`src/rtl/tt_sweep_pkg.sv`:
```
// Shared types for the truth-table sweeper: sweep FSM state encoding and table depth helper.
package tt_sweep_pkg;

    typedef enum logic [1:0] {
        S_IDLE  = 2'd0,
        S_SWEEP = 2'd1,
        S_DONE  = 2'd2
    } state_t;

    function automatic int depth_of(input int n_in);
        return 2 ** n_in;
    endfunction

endpackage

```
`src/rtl/tt_lut_core.sv`:
```
// Truth-table storage with a single read port shared by evaluation and sweep, plus registered evaluation.
// Optional table reload through cfg_we/cfg_table when TT_RELOAD_EN is defined.
module tt_lut_core
    import tt_sweep_pkg::*;
#(
    parameter int                                N_IN  = 4,
    parameter logic [tt_sweep_pkg::depth_of(N_IN)-1:0] TABLE = 16'hD4C0
) (
    input  logic                      clk,
    input  logic                      rst_n,
`ifdef TT_RELOAD_EN
    input  logic                      cfg_we,
    input  logic [depth_of(N_IN)-1:0] cfg_table,
`endif
    input  logic [N_IN-1:0]           in_vec,
    input  logic                      in_valid,
    input  logic                      sweep_active,
    input  logic [N_IN-1:0]           sweep_idx,
    output logic                      rd_bit,
    output logic                      out_bit,
    output logic                      out_valid
);

    localparam int DEPTH = depth_of(N_IN);

    logic [DEPTH-1:0] table_q;
    logic [N_IN-1:0]  rd_addr;
    logic             accept;

`ifdef TT_RELOAD_EN
    // Table is frozen while a sweep runs so the self-check sees a stable function.
    always_ff @(posedge clk or negedge rst_n) begin
        if (!rst_n) begin
            table_q <= TABLE;
        end else if (cfg_we && !sweep_active) begin
            table_q <= cfg_table;
        end
    end
`else
    assign table_q = TABLE;
`endif

    assign rd_addr = sweep_active ? sweep_idx : in_vec;
    assign rd_bit  = table_q[rd_addr];
    assign accept  = in_valid && !sweep_active;

    always_ff @(posedge clk or negedge rst_n) begin
        if (!rst_n) begin
            out_valid <= 1'b0;
            out_bit   <= 1'b0;
        end else begin
            out_valid <= accept;
            out_bit   <= accept && rd_bit;
        end
    end

endmodule

```
`src/rtl/truth_table_sweeper.sv`:
```
// Registered N-input truth-table unit with an exhaustive self-check sweep against an expected table.
// Define TT_RELOAD_EN to add the cfg_we/cfg_table table reload ports.
module truth_table_sweeper
    import tt_sweep_pkg::*;
#(
    parameter int                                N_IN  = 4,
    parameter logic [tt_sweep_pkg::depth_of(N_IN)-1:0] TABLE = 16'hD4C0
) (
    input  logic                      clk,
    input  logic                      rst_n,
    input  logic [N_IN-1:0]           in_vec,
    input  logic                      in_valid,
    output logic                      out_bit,
    output logic                      out_valid,
`ifdef TT_RELOAD_EN
    input  logic                      cfg_we,
    input  logic [depth_of(N_IN)-1:0] cfg_table,
`endif
    input  logic                      start,
    input  logic [depth_of(N_IN)-1:0] exp_table,
    output logic                      busy,
    output logic                      done,
    output logic [N_IN:0]             err_cnt,
    output logic [N_IN-1:0]           first_err_idx,
    output logic                      first_err_vld
);

    localparam int DEPTH = depth_of(N_IN);

    state_t           state;
    logic [N_IN-1:0]  idx;
    logic [DEPTH-1:0] exp_q;
    logic             sweep_active;
    logic             rd_bit;
    logic             mismatch;

    assign sweep_active = (state == S_SWEEP);
    assign busy         = sweep_active;
    assign done         = (state == S_DONE);
    assign mismatch     = sweep_active && (rd_bit != exp_q[idx]);

    tt_lut_core #(
        .N_IN  (N_IN),
        .TABLE (TABLE)
    ) u_core (
        .clk          (clk),
        .rst_n        (rst_n),
`ifdef TT_RELOAD_EN
        .cfg_we       (cfg_we),
        .cfg_table    (cfg_table),
`endif
        .in_vec       (in_vec),
        .in_valid     (in_valid),
        .sweep_active (sweep_active),
        .sweep_idx    (idx),
        .rd_bit       (rd_bit),
        .out_bit      (out_bit),
        .out_valid    (out_valid)
    );

    // Results from the previous sweep stay visible until a new start is accepted.
    always_ff @(posedge clk or negedge rst_n) begin
        if (!rst_n) begin
            state         <= S_IDLE;
            idx           <= '0;
            exp_q         <= '0;
            err_cnt       <= '0;
            first_err_idx <= '0;
            first_err_vld <= 1'b0;
        end else begin
            case (state)
                S_SWEEP: begin
                    if (mismatch) begin
                        err_cnt <= err_cnt + (N_IN+1)'(1);
                        if (!first_err_vld) begin
                            first_err_idx <= idx;
                            first_err_vld <= 1'b1;
                        end
                    end
                    idx <= idx + N_IN'(1);
                    if (idx == N_IN'(DEPTH - 1)) begin
                        state <= S_DONE;
                    end
                end
                default: begin
                    if (start) begin
                        state         <= S_SWEEP;
                        exp_q         <= exp_table;
                        idx           <= '0;
                        err_cnt       <= '0;
                        first_err_idx <= '0;
                        first_err_vld <= 1'b0;
                    end else begin
                        state <= S_IDLE;
                    end
                end
            endcase
        end
    end

endmodule

```
`config.mk`:
```
export PLATFORM = sky130hd
export DESIGN_NAME = truth_table_sweeper
export DESIGN_NICKNAME = d
export VERILOG_FILES = /design/src/rtl/tt_sweep_pkg.sv /design/src/rtl/tt_lut_core.sv /design/src/rtl/truth_table_sweeper.sv
export SDC_FILE = /design/constraint.sdc
export NUM_CORES = 1
export LEC_CHECK = 0
export ABC_CLOCK_PERIOD_IN_PS = 3700
export BUFFER_PORTS_ARGS = -buffer_cell sky130_fd_sc_hd__buf_2
export CORE_UTILIZATION = 57
export CTS_CLUSTER_DIAMETER = 120
export CTS_CLUSTER_SIZE = 14
export DETAILED_ROUTE_END_ITERATION = 16
export GPL_TIMING_DRIVEN = 0
export PLACE_DENSITY = 0.93
export SYNTH_ARGS = -nofsm -noshare
export SYNTH_HDL_FRONTEND = slang
export SYNTH_HIERARCHICAL = 1
export SYNTH_SLANG_ARGS = --single-unit
```
`constraint.sdc`:
```
create_clock -name clk -period 3.7 [get_ports clk]
set_clock_uncertainty 0.05 [all_clocks]
set_input_delay 0.185 -clock clk [delete_from_list [all_inputs] [get_ports clk]]
set_output_delay 0.185 -clock clk [all_outputs]
set_load 0.005 [all_outputs]
```
==> results.sh <==
export IMPL_crit_fanout=12
export IMPL_core_mm2=0.002781
export IMPL_synthesized_instance_count=146
export IMPL_die_width_um=56.60
export IMPL_clkLatencyLatePin_ns=0.33
export IMPL_remaining_drc_errors=0
export IMPL_fmax_ghz=0.3362
export IMPL_cts_htree_levels=2
export IMPL_yosys_most_used_dff="sky130_fd_sc_hd__dfrtp_1"
export IMPL_mapped_area_mm2=0.001699
export IMPL_antenna_cells_inserted=0
export IMPL_number_of_global_route_vias_before_repair=1283
export IMPL_detailed_place_area_mm2=0.001923
export IMPL_r2r_worst_path_cells=10
export IMPL_worst_setup_path_type="reg -> reg"
export IMPL_postCtsSetupBuffers=0
export IMPL_root_cell_of_the_clock_tree="sky130_fd_sc_hd__clkbuf_4"
export IMPL_yosysTopAreaCellShare=0.5007
export IMPL_worstPathBufferInverterCount=4
export IMPL_cp_top_family="buffers and inverters"
export IMPL_route_detailed_wl_per_inst_um=14.72
export IMPL_cts_made_buffers=5
export IMPL_fin_ws_ns=0.7259
export IMPL_vias=1282
export IMPL_totalNegativeSetupSlack_ns=0
export IMPL_synth_cell_types=32
export IMPL_place_gp_congestion=0.8779
export IMPL_max_slew_worst_pin_slew_ns=0.7202
export IMPL_ys_warn_count=6
export IMPL_floorplan_initialDensity=0.6109
export IMPL_asyncSetResetFlopFracSynth=1.000
export IMPL_finish_net_count=217
export IMPL_p_per_area_mw_per_mm2=887.2
export IMPL_hp_class="in -> reg"
export IMPL_synth_largest_area_cell="sky130_fd_sc_hd__dfrtp_1"
export IMPL_antenna_found_initial=0
export IMPL_crit_path_start_kind="flip-flop"
export IMPL_run_status="finished clean"
export IMPL_filler_cell_count=202
export IMPL_dpl_hpwl_um=2479
export IMPL_cap_violations=0
export IMPL_cp_arrival_ns=3.17
export IMPL_chipHeight_um=56.60
export IMPL_worst_path_max_delay_cell="sky130_fd_sc_hd__clkbuf_1"
export IMPL_place_worst_setup_slack_ns=0.7848
export IMPL_dpl_cell_count=214
export IMPL_synth_edff_count=0
export IMPL_rsz0062_at_grt="no"
export IMPL_tritoncts="done"
export IMPL_io_pins=38
export IMPL_cts_num_sinks=34
export IMPL_area_growth_pct=16.57
export IMPL_period_needed_ns=2.974
export IMPL_synthTopCellsByCount="sky130_fd_sc_hd__dfrtp_1 (34), sky130_fd_sc_hd__mux2_2 (17), sky130_fd_sc_hd__mux2i_1 (17)"
export IMPL_synth_most_common_cell="sky130_fd_sc_hd__dfrtp_1"
export IMPL_syn_nets=172
export IMPL_synthesis_stage_register_bit_count=34
export IMPL_die_area_mm2=0.003203
export IMPL_critical_path_s_most_frequent_cell="sky130_fd_sc_hd__clkbuf_1"
export IMPL_path_cells="nand2b_1 -> clkbuf_1 -> inv_1 -> clkbuf_1 -> mux2_2 -> clkbuf_1 -> nor3_1 -> mux2i_1 -> a21oi_1 -> mux2i_1"
export IMPL_first_pass_grt_wire_length_um=5506
export IMPL_finalHoldViolations=0
export IMPL_timing_slew_headroom=0.5198
export IMPL_global_route_overflow_total=0
export IMPL_cp_required_ns=3.90
export IMPL_port_buffers=37
export IMPL_stdcell_count=222
export IMPL_worst_path_stages=10
export IMPL_hold_path_cell_count=2
export IMPL_first_pass_iters=4
export IMPL_leakagePower_nw=0.9616
export IMPL_setup_worst_path_end_class="flip-flop"
export IMPL_grt_start_max_net_pins=35
export IMPL_syn_mean_instance_area_um2=11.64
export IMPL_drive_gt1_frac=0.3560
export IMPL_detail_route_vias_per_cell=5.775
export IMPL_antenna_left=0
export IMPL_maxSlewViolCount=0
export IMPL_cts_max_path_buffers=2
export IMPL_design_area_mm2=0.001981
export IMPL_drt_iter0_drc=43
export IMPL_post_cts_hold_buffer_count=1
export IMPL_synth_top_cells_by_area="sky130_fd_sc_hd__dfrtp_1 (50%), sky130_fd_sc_hd__mux2_2 (11%), sky130_fd_sc_hd__mux2i_1 (10%)"
export IMPL_cpPeakStageDelay_ns=0.40
export IMPL_post_route_period_util=0.8038
export IMPL_rows=19
export IMPL_post_cts_gate_resize_count=0
export IMPL_clkTransAtPathRegs_ns=0.10
export IMPL_all_layer_gr_usage=0.2274
export IMPL_drt_total_wl_um=3267
export IMPL_final_setup_viol_count=0
export IMPL_vdd_ir_drop_max_mv=0.6763
export IMPL_synth_seq_area_share=0.5007
worst register-to-register path: cells and delay by family, from the launching register on:
| family | cells | cell delay [ns] |
|---|---|---|
| AOI/OAI and AO/OA | 1 | 0.39 |
| buffers and inverters | 4 | 0.94 |
| DFF | 1 | 0.38 |
| muxes | 3 | 0.75 |
| and+or+nand+nor | 2 | 0.39 |
layout by cell type (no fill, tap or decap), drive strengths merged, types with 2 or more instances in the layout:
cell,netlist,layout
and3,4,4
nand2,15,15
mux2i,17,17
maj3,2,2
ha,2,2
clkinv,0,2
or3,2,2
dfrtp,34,34
mux2,17,17
nor3,4,4
nor2,4,4
xnor2,2,2
nor2b,4,4
inv,6,6
clkbuf,6,11
buf,1,38
mux4,2,2
nand4,3,3
nand3,3,3
xor2,3,3
o21ai,5,5
per-layer routing:
metal	share of wire	global-route usage
met2	0.51	0.3933
met3	0.050	0.05991
met1	0.42	0.2632
met5	0	0
met4	0.025	0.1010
path summary, 6_finish.rpt:
check	from	to	slack, ns
max	state[1]	first_err_idx[3]	0.73
min	exp_table[12]	exp_q[12]	0.02
max reg2reg	state[1]	first_err_idx[3]	0.73
min reg2reg	exp_q[12]	exp_q[12]	0.47
max in group asynchronous	rst_n	first_err_idx[2]	2.74
min in group asynchronous	rst_n	exp_q[8]	0.39
power breakdown:
part	switching, W	internal, W	total, W
Sequential	0.000118	0.000539	0.000657
Clock	0.000116	0.0000682	0.000184
Combinational	0.000461	0.000456	0.000917
Total	0.000694	0.00106	0.00176
area by class of cell:
class	count	area, µm²	area share
inverters	6	22.52	0.01137
well taps	31	38.79	0.01958
multi-input cells	99	792.0	0.3999
clock inverters	2	10.01	0.005054
flip-flops and latches	34	850.8	0.4296
clock buffers	5	37.54	0.01895
plain buffers	7	33.78	0.01706
repair buffers	38	195.2	0.09855
through the flow:
step	total power [W]	utilization	hold slack, ns
2_1_floorplan	0.001337	-	-0.1606
3_3_place_gp	0.001503	0.6914	0.2113
3_5_place_dp	0.001578	0.6914	0.2354
4_1_cts	0.001762	0.7121	0.01692
5_1_grt	0.001885	0.7121	0.01395
6_report	0.001757	0.7121	0.02298
logic make-up (layout without fill, tap and decap cells):
logic type,Yosys count,count (layout),synth area share
and+or+nand+nor,44,44,0.1370
DFF,34,34,0.5007
muxes,36,36,0.2393
buffers and inverters,13,58,0.03313
AOI/OAI and AO/OA,10,10,0.03608
adders and majority gates,4,4,0.02798
xor gates and xnor gates,5,5,0.02578
flip-flops by register name (all words and copies together) (netlist names):
signal and cells:
err_cnt 5, u_core/out_valid 1, u_core/out_bit 1, first_err_idx 4, exp_q 16, state 2
first_err_vld 1, idx 4
Note: power is estimated with default switching activity, not from simulation.
